## config.mk

```make
export PLATFORM = sky130hd
export DESIGN_NAME = fhe_delay_line_flat
export DESIGN_NICKNAME = d
export VERILOG_FILES = /design/src/rtl/fhe_delay_line_pkg.sv /design/src/rtl/fhe_delay_line_if.sv /design/src/rtl/fhe_delay_line_ring_mem.sv /design/src/rtl/fhe_delay_line.sv /design/src/flat_wrapper.sv
export SDC_FILE = /design/constraint.sdc
export NUM_CORES = 2
export LEC_CHECK = 0
export CORE_AREA = 4 4 478 338
export CTS_CLUSTER_DIAMETER = 40
export DETAILED_ROUTE_END_ITERATION = 6
export DIE_AREA = 0 0 482 342
export PLACE_DENSITY = 0.74
export SLEW_MARGIN = 20
export SYNTH_ARGS = -nofsm -noshare
export SYNTH_HDL_FRONTEND = slang
export SYNTH_SLANG_ARGS = --single-unit
```

## constraint.sdc

```tcl
create_clock -name clk -period 7.4 [get_ports clk]
set_input_delay 0.74 -clock clk [delete_from_list [all_inputs] [get_ports clk]]
set_output_delay 0.74 -clock clk [all_outputs]
set_load 0.1 [all_outputs]
```

## src/rtl/fhe_delay_line_pkg.sv

```systemverilog
// Shared types and constants for the FHE ALU delay line.
package fhe_delay_line_pkg;

    localparam int unsigned FSIZE               = 32;
    localparam int unsigned FHE_DLY_MAX_DEFAULT = 16;

    typedef logic [FSIZE-1:0] lane_word_t;

endpackage

```

## src/rtl/fhe_delay_line_if.sv

```systemverilog
// Valid-tagged sample stream into and out of the delay line.
interface fhe_delay_line_if
    import fhe_delay_line_pkg::*;
#(
    parameter int unsigned LANES     = 4,
    parameter int unsigned DATA_SIZE = FSIZE
);

    logic                         in_valid;
    logic [LANES*DATA_SIZE-1:0]   in_data;
    logic                         out_valid;
    logic [LANES*DATA_SIZE-1:0]   out_data;

    modport master (
        output in_valid,
        output in_data,
        input  out_valid,
        input  out_data
    );

    modport slave (
        input  in_valid,
        input  in_data,
        output out_valid,
        output out_data
    );

endinterface

```

## src/rtl/fhe_delay_line_ring_mem.sv

```systemverilog
// Register ring of DEPTH entries; MSB of each entry is the valid tag.
// One write port, one combinational read port, bulk tag clear.
module delay_ring_mem
    import fhe_delay_line_pkg::*;
#(
    parameter int unsigned DEPTH = FHE_DLY_MAX_DEFAULT,
    parameter int unsigned WIDTH = 4 * FSIZE + 1,
    parameter int unsigned AW    = $clog2(DEPTH)
) (
    input  logic             clk,
    input  logic             rstn,
    input  logic             we,
    input  logic [AW-1:0]    waddr,
    input  logic [WIDTH-1:0] wdata,
    input  logic             clr_tags,
    input  logic [AW-1:0]    raddr,
    output logic [WIDTH-1:0] rdata
);

    logic [WIDTH-1:0] mem_q [DEPTH];
    logic [WIDTH-1:0] mem_d [DEPTH];

    // Tag clear and write are never requested together by the owner.
    always_comb begin
        for (int i = 0; i < int'(DEPTH); i++) begin
            mem_d[i] = mem_q[i];
            if (clr_tags) begin
                mem_d[i][WIDTH-1] = 1'b0;
            end
        end
        if (we) begin
            mem_d[waddr] = wdata;
        end
    end

    always_ff @(posedge clk or negedge rstn) begin
        if (!rstn) begin
            for (int i = 0; i < int'(DEPTH); i++) begin
                mem_q[i] <= '0;
            end
        end else begin
            for (int i = 0; i < int'(DEPTH); i++) begin
                mem_q[i] <= mem_d[i];
            end
        end
    end

    assign rdata = mem_q[raddr];

endmodule

```

## src/rtl/fhe_delay_line.sv

```systemverilog
// Multi-lane programmable delay line: circular ring, stall, flush and delay reload.
// Output is a mux of ring registers selected by registered pointer and delay.
module fhe_delay_line
    import fhe_delay_line_pkg::*;
#(
    parameter int unsigned DATA_SIZE     = FSIZE,
    parameter int unsigned LANES         = 4,
    parameter int unsigned MAX_DELAY     = FHE_DLY_MAX_DEFAULT,
    parameter int unsigned DEFAULT_DELAY = 2,
    parameter int unsigned DLY_W         = $clog2(MAX_DELAY + 1)
) (
    input  logic               clk,
    input  logic               rstn,
    input  logic               en,
    input  logic               flush,
    input  logic               cfg_load,
    input  logic [DLY_W-1:0]   cfg_delay,
    fhe_delay_line_if.slave    bus,
    output logic [DLY_W-1:0]   delay_active,
    output logic [DLY_W-1:0]   occupancy,
    output logic               cfg_err
);

    localparam int unsigned DW    = LANES * DATA_SIZE;
    localparam int unsigned EW    = DW + 1;
    localparam int unsigned PTR_W = $clog2(MAX_DELAY);
    localparam int unsigned SUM_W = DLY_W + 1;

    logic [PTR_W-1:0] wptr_q,    wptr_d;
    logic [DLY_W-1:0] delay_q,   delay_d;
    logic [DLY_W-1:0] occ_q,     occ_d;
    logic             cfg_err_q, cfg_err_d;

    logic             ring_we;
    logic             ring_clr;
    logic [PTR_W-1:0] rd_idx;
    logic [SUM_W-1:0] rd_sum;
    logic [EW-1:0]    rd_entry;
    logic             dly_legal;
    logic             cfg_ok;

    assign dly_legal = (cfg_delay != '0) && (cfg_delay <= DLY_W'(MAX_DELAY));
    assign cfg_ok    = cfg_load && dly_legal;

    // Read slot is (wptr - D) mod MAX_DELAY; D == MAX_DELAY lands on the write slot.
    always_comb begin
        rd_sum = SUM_W'(wptr_q) + SUM_W'(MAX_DELAY) - SUM_W'(delay_q);
        if (rd_sum >= SUM_W'(MAX_DELAY)) begin
            rd_idx = PTR_W'(rd_sum - SUM_W'(MAX_DELAY));
        end else begin
            rd_idx = PTR_W'(rd_sum);
        end
    end

    // Priority: legal reload, then flush, then enabled advance.
    always_comb begin
        wptr_d    = wptr_q;
        delay_d   = delay_q;
        occ_d     = occ_q;
        cfg_err_d = cfg_load && !dly_legal;
        ring_we   = 1'b0;
        ring_clr  = 1'b0;
        if (cfg_ok) begin
            delay_d  = cfg_delay;
            occ_d    = '0;
            ring_clr = 1'b1;
        end else if (flush) begin
            occ_d    = '0;
            ring_clr = 1'b1;
        end else if (en) begin
            ring_we = 1'b1;
            wptr_d  = (wptr_q == PTR_W'(MAX_DELAY - 1)) ? '0 : wptr_q + PTR_W'(1);
            occ_d   = occ_q + DLY_W'(bus.in_valid) - DLY_W'(rd_entry[EW-1]);
        end
    end

    always_ff @(posedge clk or negedge rstn) begin
        if (!rstn) begin
            wptr_q    <= '0;
            delay_q   <= DLY_W'(DEFAULT_DELAY);
            occ_q     <= '0;
            cfg_err_q <= 1'b0;
        end else begin
            wptr_q    <= wptr_d;
            delay_q   <= delay_d;
            occ_q     <= occ_d;
            cfg_err_q <= cfg_err_d;
        end
    end

    delay_ring_mem #(
        .DEPTH (MAX_DELAY),
        .WIDTH (EW),
        .AW    (PTR_W)
    ) u_ring (
        .clk      (clk),
        .rstn     (rstn),
        .we       (ring_we),
        .waddr    (wptr_q),
        .wdata    ({bus.in_valid, bus.in_data}),
        .clr_tags (ring_clr),
        .raddr    (rd_idx),
        .rdata    (rd_entry)
    );

    assign bus.out_valid = rd_entry[EW-1];
    assign bus.out_data  = rd_entry[DW-1:0];
    assign delay_active  = delay_q;
    assign occupancy     = occ_q;
    assign cfg_err       = cfg_err_q;

endmodule
```

## src/flat_wrapper.sv

```systemverilog
// flat-port wrapper written by rule: the top's interface ports become plain ports
module fhe_delay_line_flat import fhe_delay_line_pkg::*;
#(
    parameter int unsigned DATA_SIZE     = FSIZE,
    parameter int unsigned LANES         = 4,
    parameter int unsigned MAX_DELAY     = FHE_DLY_MAX_DEFAULT,
    parameter int unsigned DEFAULT_DELAY = 2,
    parameter int unsigned DLY_W         = $clog2(MAX_DELAY + 1)
)
  (clk, rstn, en, flush, cfg_load, cfg_delay, delay_active, occupancy, cfg_err, bus_in_valid, bus_in_data, bus_out_valid, bus_out_data);
  fhe_delay_line_if #(.LANES(LANES), .DATA_SIZE(DATA_SIZE)) bus_i ();
  input  logic clk;
  input  logic rstn;
  input  logic en;
  input  logic flush;
  input  logic cfg_load;
  input  logic [DLY_W-1:0] cfg_delay;
  output logic [DLY_W-1:0] delay_active;
  output logic [DLY_W-1:0] occupancy;
  output logic cfg_err;
  input wire logic [$bits(bus_i.in_valid)-1:0] bus_in_valid;
  input wire logic [$bits(bus_i.in_data)-1:0] bus_in_data;
  output wire logic [$bits(bus_i.out_valid)-1:0] bus_out_valid;
  output wire logic [$bits(bus_i.out_data)-1:0] bus_out_data;
  assign bus_i.in_valid = bus_in_valid;
  assign bus_i.in_data = bus_in_data;
  assign bus_out_valid = bus_i.out_valid;
  assign bus_out_data = bus_i.out_data;
  fhe_delay_line #(.DATA_SIZE(DATA_SIZE), .LANES(LANES), .MAX_DELAY(MAX_DELAY), .DEFAULT_DELAY(DEFAULT_DELAY), .DLY_W(DLY_W)) u_core (.clk(clk), .rstn(rstn), .en(en), .flush(flush), .cfg_load(cfg_load), .cfg_delay(cfg_delay), .bus(bus_i), .delay_active(delay_active), .occupancy(occupancy), .cfg_err(cfg_err));
endmodule
```

* After elaboration in Yosys (flattened, before gate mapping) *
Index checks and enable logic that the tools add are counted.

operators by class
  equal/unequal tests = 1
  order comparisons = 5
  muxes and demuxes = 33
  reduce and logical (&&, ||, !) cells = 8
  $add $sub $neg = 6
  bitwise logic cells = 4

operators with widths
  kind                                                                                  number
  2064-bit bitwise mux                                                                  1
  2064-bit two-way mux                                                                  1
  129-bit binary-select mux with 4-bit select                                           1
  129-bit demux with 4-bit select                                                       1
  129-bit two-way mux                                                                   3
  1-bit two-way mux                                                                     21
  5-bit two-way mux                                                                     3
  5-bit greater-or-equal comparator (second input constant)                             2
  4-bit NOT with 5-bit output                                                           2
  4-bit two-way mux                                                                     2
  4-bit by 5-bit adder with 6-bit output (second input constant)                        1
  6-bit by 5-bit greater-or-equal comparator with 1-bit output (second input constant)  1
  6-bit by 5-bit subtractor with 6-bit output                                           1
  5-bit by 1-bit adder with 5-bit output                                                1
  5-bit less-or-equal comparator (second input constant)                                1
  5-bit by 1-bit < comparator with 1-bit output (second input constant)                 1
  5-bit nonzero test                                                                    1
  5-bit by 1-bit subtractor with 5-bit output                                           1
  4-bit by 1-bit adder with 4-bit output (second input constant)                        1
  4-bit equality test (second input constant)                                           1
  1-bit logical AND                                                                     4
  4-bit by 1-bit subtractor with 4-bit output (second input constant)                   1
  3-bit AND reduction                                                                   1
  3-bit nonzero test                                                                    1
  other kinds (2)                                                                       3

word-level totals
  output and inout port bits = 140
  register bits after elaboration = 2,079
  input bits = 139
  logic and storage cells = 93

* Depth between registers and ports, before layout *
  depth in word-level cells = 12
  depth in mapped cells = 20
  mapped depth without buffers = 17

* Modules after synthesis *
Synthesis repeated with hierarchy kept, for this count alone.

unflattened totals
  cell total of the unflattened synthesis = 6,022
  area total of the unflattened synthesis = 93,185.6 sq um

by module, submodules not included
  module          cells each  sequential area each (sq um)  instances  area each (sq um)
  delay_ring_mem  5,921       51,649.5                      1          92,174.7
  fhe_delay_line  101         376.6                         1          1,011.0

* Worst setup path before layout *
No wires, ideal clock.

  kind = register -> register
  start = register u_core.delay_q[0], in the netlist u_core.delay_active[0]
  end = register u_core.occ_q[4], in the netlist u_core.occupancy[4]
  period minus slack after synthesis = 6.221 ns
  cell stages (with the launch flop) = 20
  arrival time = 6.141 ns
  slack = 1.179 ns
  library setup time = 0.080 ns
  path buffers = 3
  required time = 7.320 ns
  cells stage by stage = dfrtp_1 -> ha_1 -> inv_1 -> fa_1 -> clkbuf_1 -> buf_1 -> clkbuf_1 -> mux4_2 -> nand3_1 -> nand4_1 -> ha_1 -> inv_1 -> ha_1 -> inv_1 -> fa_1 -> nor2b_1 -> o21ai_0 -> nor2b_1 -> o21ai_0 -> mux2i_1

on the way
  cells in the longest elaborated chain, start to end = 11
  elaborated cells between the ends (all ways) = 12
  those cells by class = 3 x add/sub; 1 x order compare; 7 x mux; 1 x bitwise

ends and longest elaborated chain
  item                                                                                                                         RTL line                                    source
  from (decl)                                                                                                                  fhe_delay_line.sv:30                        logic [DLY_W-1:0] delay_q, delay_d;
  from (signal assigned)                                                                                                       fhe_delay_line.sv:80                        delay_q <= DLY_W'(DEFAULT_DELAY);
  from (signal assigned)                                                                                                       fhe_delay_line.sv:85                        delay_q <= delay_d;
  6-bit by 5-bit subtractor with 6-bit output *                                                                                fhe_delay_line.sv:47                        rd_sum = SUM_W'(wptr_q) + SUM_W'(MAX_DELAY) - SUM_W'(delay_q);
  6-bit by 5-bit greater-or-equal comparator with 1-bit output or 4-bit by 1-bit subtractor with 4-bit output (tied branches)  fhe_delay_line.sv:48, fhe_delay_line.sv:49
  4-bit two-way mux *                                                                                                          fhe_delay_line.sv:48                        if (rd_sum >= SUM_W'(MAX_DELAY)) begin
  4-bit NOT with 5-bit output (not written as such) *                                                                          fhe_delay_line_ring_mem.sv:48               assign rdata = mem_q[raddr];
  129-bit binary-select mux with 4-bit select *                                                                                fhe_delay_line_ring_mem.sv:48
  129-bit two-way mux (not written as such) * (2 in series)                                                                    fhe_delay_line_ring_mem.sv:48
  via bus_out_valid                                                                                                            flat_wrapper.sv:23                          output wire logic [$bits(bus_i.out_valid)-1:0] bus_out_valid;
  5-bit by 1-bit subtractor with 5-bit output *                                                                                fhe_delay_line.sv:73                        occ_d = occ_q + DLY_W'(bus.in_valid) - DLY_W'(rd_entry[EW-1]);
  5-bit two-way mux *                                                                                                          fhe_delay_line.sv:70                        end else if (en) begin
  5-bit two-way mux *                                                                                                          fhe_delay_line.sv:67                        end else if (flush) begin
  5-bit two-way mux *                                                                                                          fhe_delay_line.sv:63                        if (cfg_ok) begin
  to (signal assigned)                                                                                                         fhe_delay_line.sv:81                        occ_q <= '0;
  to (signal assigned)                                                                                                         fhe_delay_line.sv:86                        occ_q <= occ_d;
  to (decl)                                                                                                                    fhe_delay_line.sv:31                        logic [DLY_W-1:0] occ_q, occ_d;

The timed path passes the listed nets; every way through them passes the cells marked *. The select of a mux whose other input is x is not followed.
A chain may end at the register's enable or synchronous reset.

* Worst setup path after layout *
  start = register u_core.wptr_q[2]
  end = output bus_out_data[25]

on the way
  cells in the longest elaborated chain, start to end = 8
  elaborated cells between the ends (all ways) = 9
  those cells by class = 3 x add/sub; 1 x order compare; 4 x mux; 1 x bitwise

ends and longest elaborated chain
  item                                                                                                                         RTL line                                    source
  from (decl)                                                                                                                  fhe_delay_line.sv:29                        logic [PTR_W-1:0] wptr_q, wptr_d;
  from (signal assigned)                                                                                                       fhe_delay_line.sv:84                        wptr_q <= wptr_d;
  4-bit by 5-bit adder with 6-bit output *                                                                                     fhe_delay_line.sv:47
  6-bit by 5-bit subtractor with 6-bit output *                                                                                fhe_delay_line.sv:47
  6-bit by 5-bit greater-or-equal comparator with 1-bit output or 4-bit by 1-bit subtractor with 4-bit output (tied branches)  fhe_delay_line.sv:48, fhe_delay_line.sv:49
  4-bit two-way mux *                                                                                                          fhe_delay_line.sv:48
  4-bit NOT with 5-bit output (not written as such) *                                                                          fhe_delay_line_ring_mem.sv:48
  129-bit binary-select mux with 4-bit select *                                                                                fhe_delay_line_ring_mem.sv:48
  129-bit two-way mux (not written as such) * (2 in series)                                                                    fhe_delay_line_ring_mem.sv:48
  to (decl)                                                                                                                    flat_wrapper.sv:24                          output wire logic [$bits(bus_i.out_data)-1:0] bus_out_data;

Mark *: on every way between the ends. The rest lies on a longest branch, timed or not. The select of a mux whose other input is x is not followed.

==> flow_summary.ini <==
[finish]
nNetsFinal = 6201
syn2layout_area_growth_pct = 12.5
layout-drive-gt1-share_pct = 38.0
fin_area_um2 = 106000

[routing]
vias = 54000
wire_per_inst_um = 28.0
final_antenna_net_count = 0
firstDrtPassIters = 5
routed_wl_mm = 235
viasPerCell = 6.46
drcViolationCount = 0
drtIter0Drc = 4316

[synth]
yosysTopAreaCell = dfrtp_1
synth_edf_count = 0
synth_area_leaders = dfrtp_1, mux2_2, mux4_2, mux2_1, nand3_1
synth-main-ff-cell = dfrtp_1
netlist_area_um2 = 93900
synth_nets = 6193
yosysUniqueCellTypes = 37
syn_avg_cell_area_um2 = 15.5
synth_top_area_share_pct = 55.4
async_flop_share_pct = 100
synth.ff_latch_count = 2079
yosysWarnings = 0
seq_area_frac_synth_pct = 55.4
synthCells = 6040

[timing]
period_share_pct = 84.8
slew_headroom_pct = 23.2
setup-violations-final = 0
finalHoldViolations = 0
rsz0062_at_grt = false
finClkSkew_ps = 19.2
finalCriticalPeriod_ps = 6280
drv_slew = 0
tightest_slew_ps = 1150
max_freq_ghz = 0.159
tns_ps = 0

[die]
die-width_um = 482
initial_core_util_pct = 59.7
row_count = 122
dieArea_um2 = 165000
core-area_um2 = 157000
ioPinCount = 279
dieHeight_um = 342

[run_status]
outcome = finished clean

[critical_path]
worstSetupStartpoint = u_core.wptr_q[2]
critPathRequiredTime_ps = 6660
critPathLaunchType = flop
crit_family = buffers and inverters
critPathBufInv = 2
crit_slowest_cell = clkdlybuf4s50_1
path_class = flop to output pin
endpoint_kind = output pin
cp_data_arrival_time_ps = 5540
worstReg2RegStart = u_core.wptr_q[0]
slowest_delay_ps = 1210
crit_path_max_fanout = 77
cp_cell_sequence = ha_1 > nand2_1 > o21ai_0 > xor2_4 > buf_12 > nand3_1 > nand4_1 > clkdlybuf4s50_1

[clock_tree]
cts_buffer_depth = 3
htree_levels = 4
post_cts_buffers = 0
ctsRootBufferMaster = clkbuf_16
clock-sinks = 2079
cts.clk_slew.worst_paths_ps = 60
cts_buffers = 209
clk_latency_ps = 830
cts_tree = built

[placement]
io_buffer_count = 278
dpl_cell_area_um2 = 98100
hpwl_mm = 122
gp_congestion = 0.768

[flow_run]
maxCapViolCount = 0

[grt]
grt_pass1_vias = 57600
grt_use_total_pct = 29.1
overflow = 0
grt_antenna_before_repair = 34
grt_max_degree = 187
grt_pass1_wl_mm = 366

[worst_hold_path]
hp-class = flop to flop
==> per-layer routing <==
metal	global-route usage (%)	routed length [µm]
met5	0	126
met3	4.94	12100
met1	41.3	102000
met2	46.9	115000
met4	8.33	5730
==> layout by cell type, fill, tap and decap left out, types with 9 or more instances in the layout <==
cell type           n
mux4_2            516
ha_1               11
nand4_1           129
o21ai_0            24
clkinv_4            9
nand2_1            43
nand3_1           520
clkbuf_8           37
clkbuf_16         210
buf_12             45
inv_6              20
clkinvlp_4         12
bufinv_16          29
a211oi_4           15
mux2_2           1362
buf_4              63
clkdlybuf4s50_1   273
diode_2            21
inv_1              19
clkinv_2           32
clkbuf_1           40
mux2_1            686
dfrtp_1          2078
==> cell type report <==
type,instances,area [µm²]
multi-input cells,3354,39300
diodes,21,52.6
clock buffers,287,5910
inverters,19,71.3
flip-flops and latches,2079,52000
well taps,2108,2640
clock inverters,108,1460
fillers,10700,51600
repair buffers,385,4180
==> repair_timing <==
action                                  in CTS  in global routing
hold endpoints to repair                   125                  0
hold buffers                                 1                  0
resized for setup                            0                  0
endpoints found under the setup margin       0                  0
==> cell usage after synthesis, drive strengths merged, types with 2 or more instances <==
cell type	instances
xor2	3
or3	2
dfrtp	2078
ha	12
mux2i	5
inv	19
nand4	129
nand3	520
nand3b	3
fa	2
nor2b	3
mux2	2048
nand2	43
nand2b	2
clkbuf	308
a211oi	16
a21oi	5
buf	280
xnor2	6
mux4	516
o21ai	24
nor2	6
==> worst register-to-register path: stages (launching register included) <==
cell and delay, ps:
dfrtp_1 440, inv_1 190, ha_4 160, inv_1 40, fa_4 1110, mux4_2 590
nand3_1 100, nand4_1 590, ha_1 550, inv_1 60, ha_1 160, inv_1 60
fa_1 420, nor2b_1 120, o21ai_0 110, nor2b_1 150, o21ai_0 210, mux2i_1 220
==> worst paths after layout <==
path | to | slack (ps) | cells past startpoint
setup / recovery | bus_out_data[25] | 1120 | 8
hold / removal | flop | 480 | 1
setup reg to reg | u_core.occupancy[4] | 2030 | 17
hold reg to reg | flop | 480 | 1
max in group asynchronous | async pin | 4780 | 4
min in group asynchronous | async pin | 570 | 2
==> through the flow <==
step / std cells / setup WS (ps) / util (%) / hold slack (ps)
after floorplan: 6040 / 1180 / - / 444
after global placement: 7943 / 2020 / 62.4 / 462
after detailed placement: 7943 / 1970 / 62.4 / 469
after CTS: 8339 / 1020 / 67.1 / 441
after global routing: 8354 / 871 / 67.2 / 494
final: 8361 / 1120 / 67.2 / 478
==> logic make-up after synthesis <==
logic type / after synthesis / share of synthesized area, %
AOI/OAI and AO/OA: 49 / 0.341
xor gates and xnor gates: 9 / 0.0839
adders and majority gates: 14 / 0.203
buffers and inverters: 607 / 3.04
DFF: 2079 / 55.4
muxes: 2569 / 37.0
and+or+nand+nor: 713 / 3.94
Power is not shown: default switching activity piles up to over one toggle a cycle in this logic, so the estimate is an artifact.
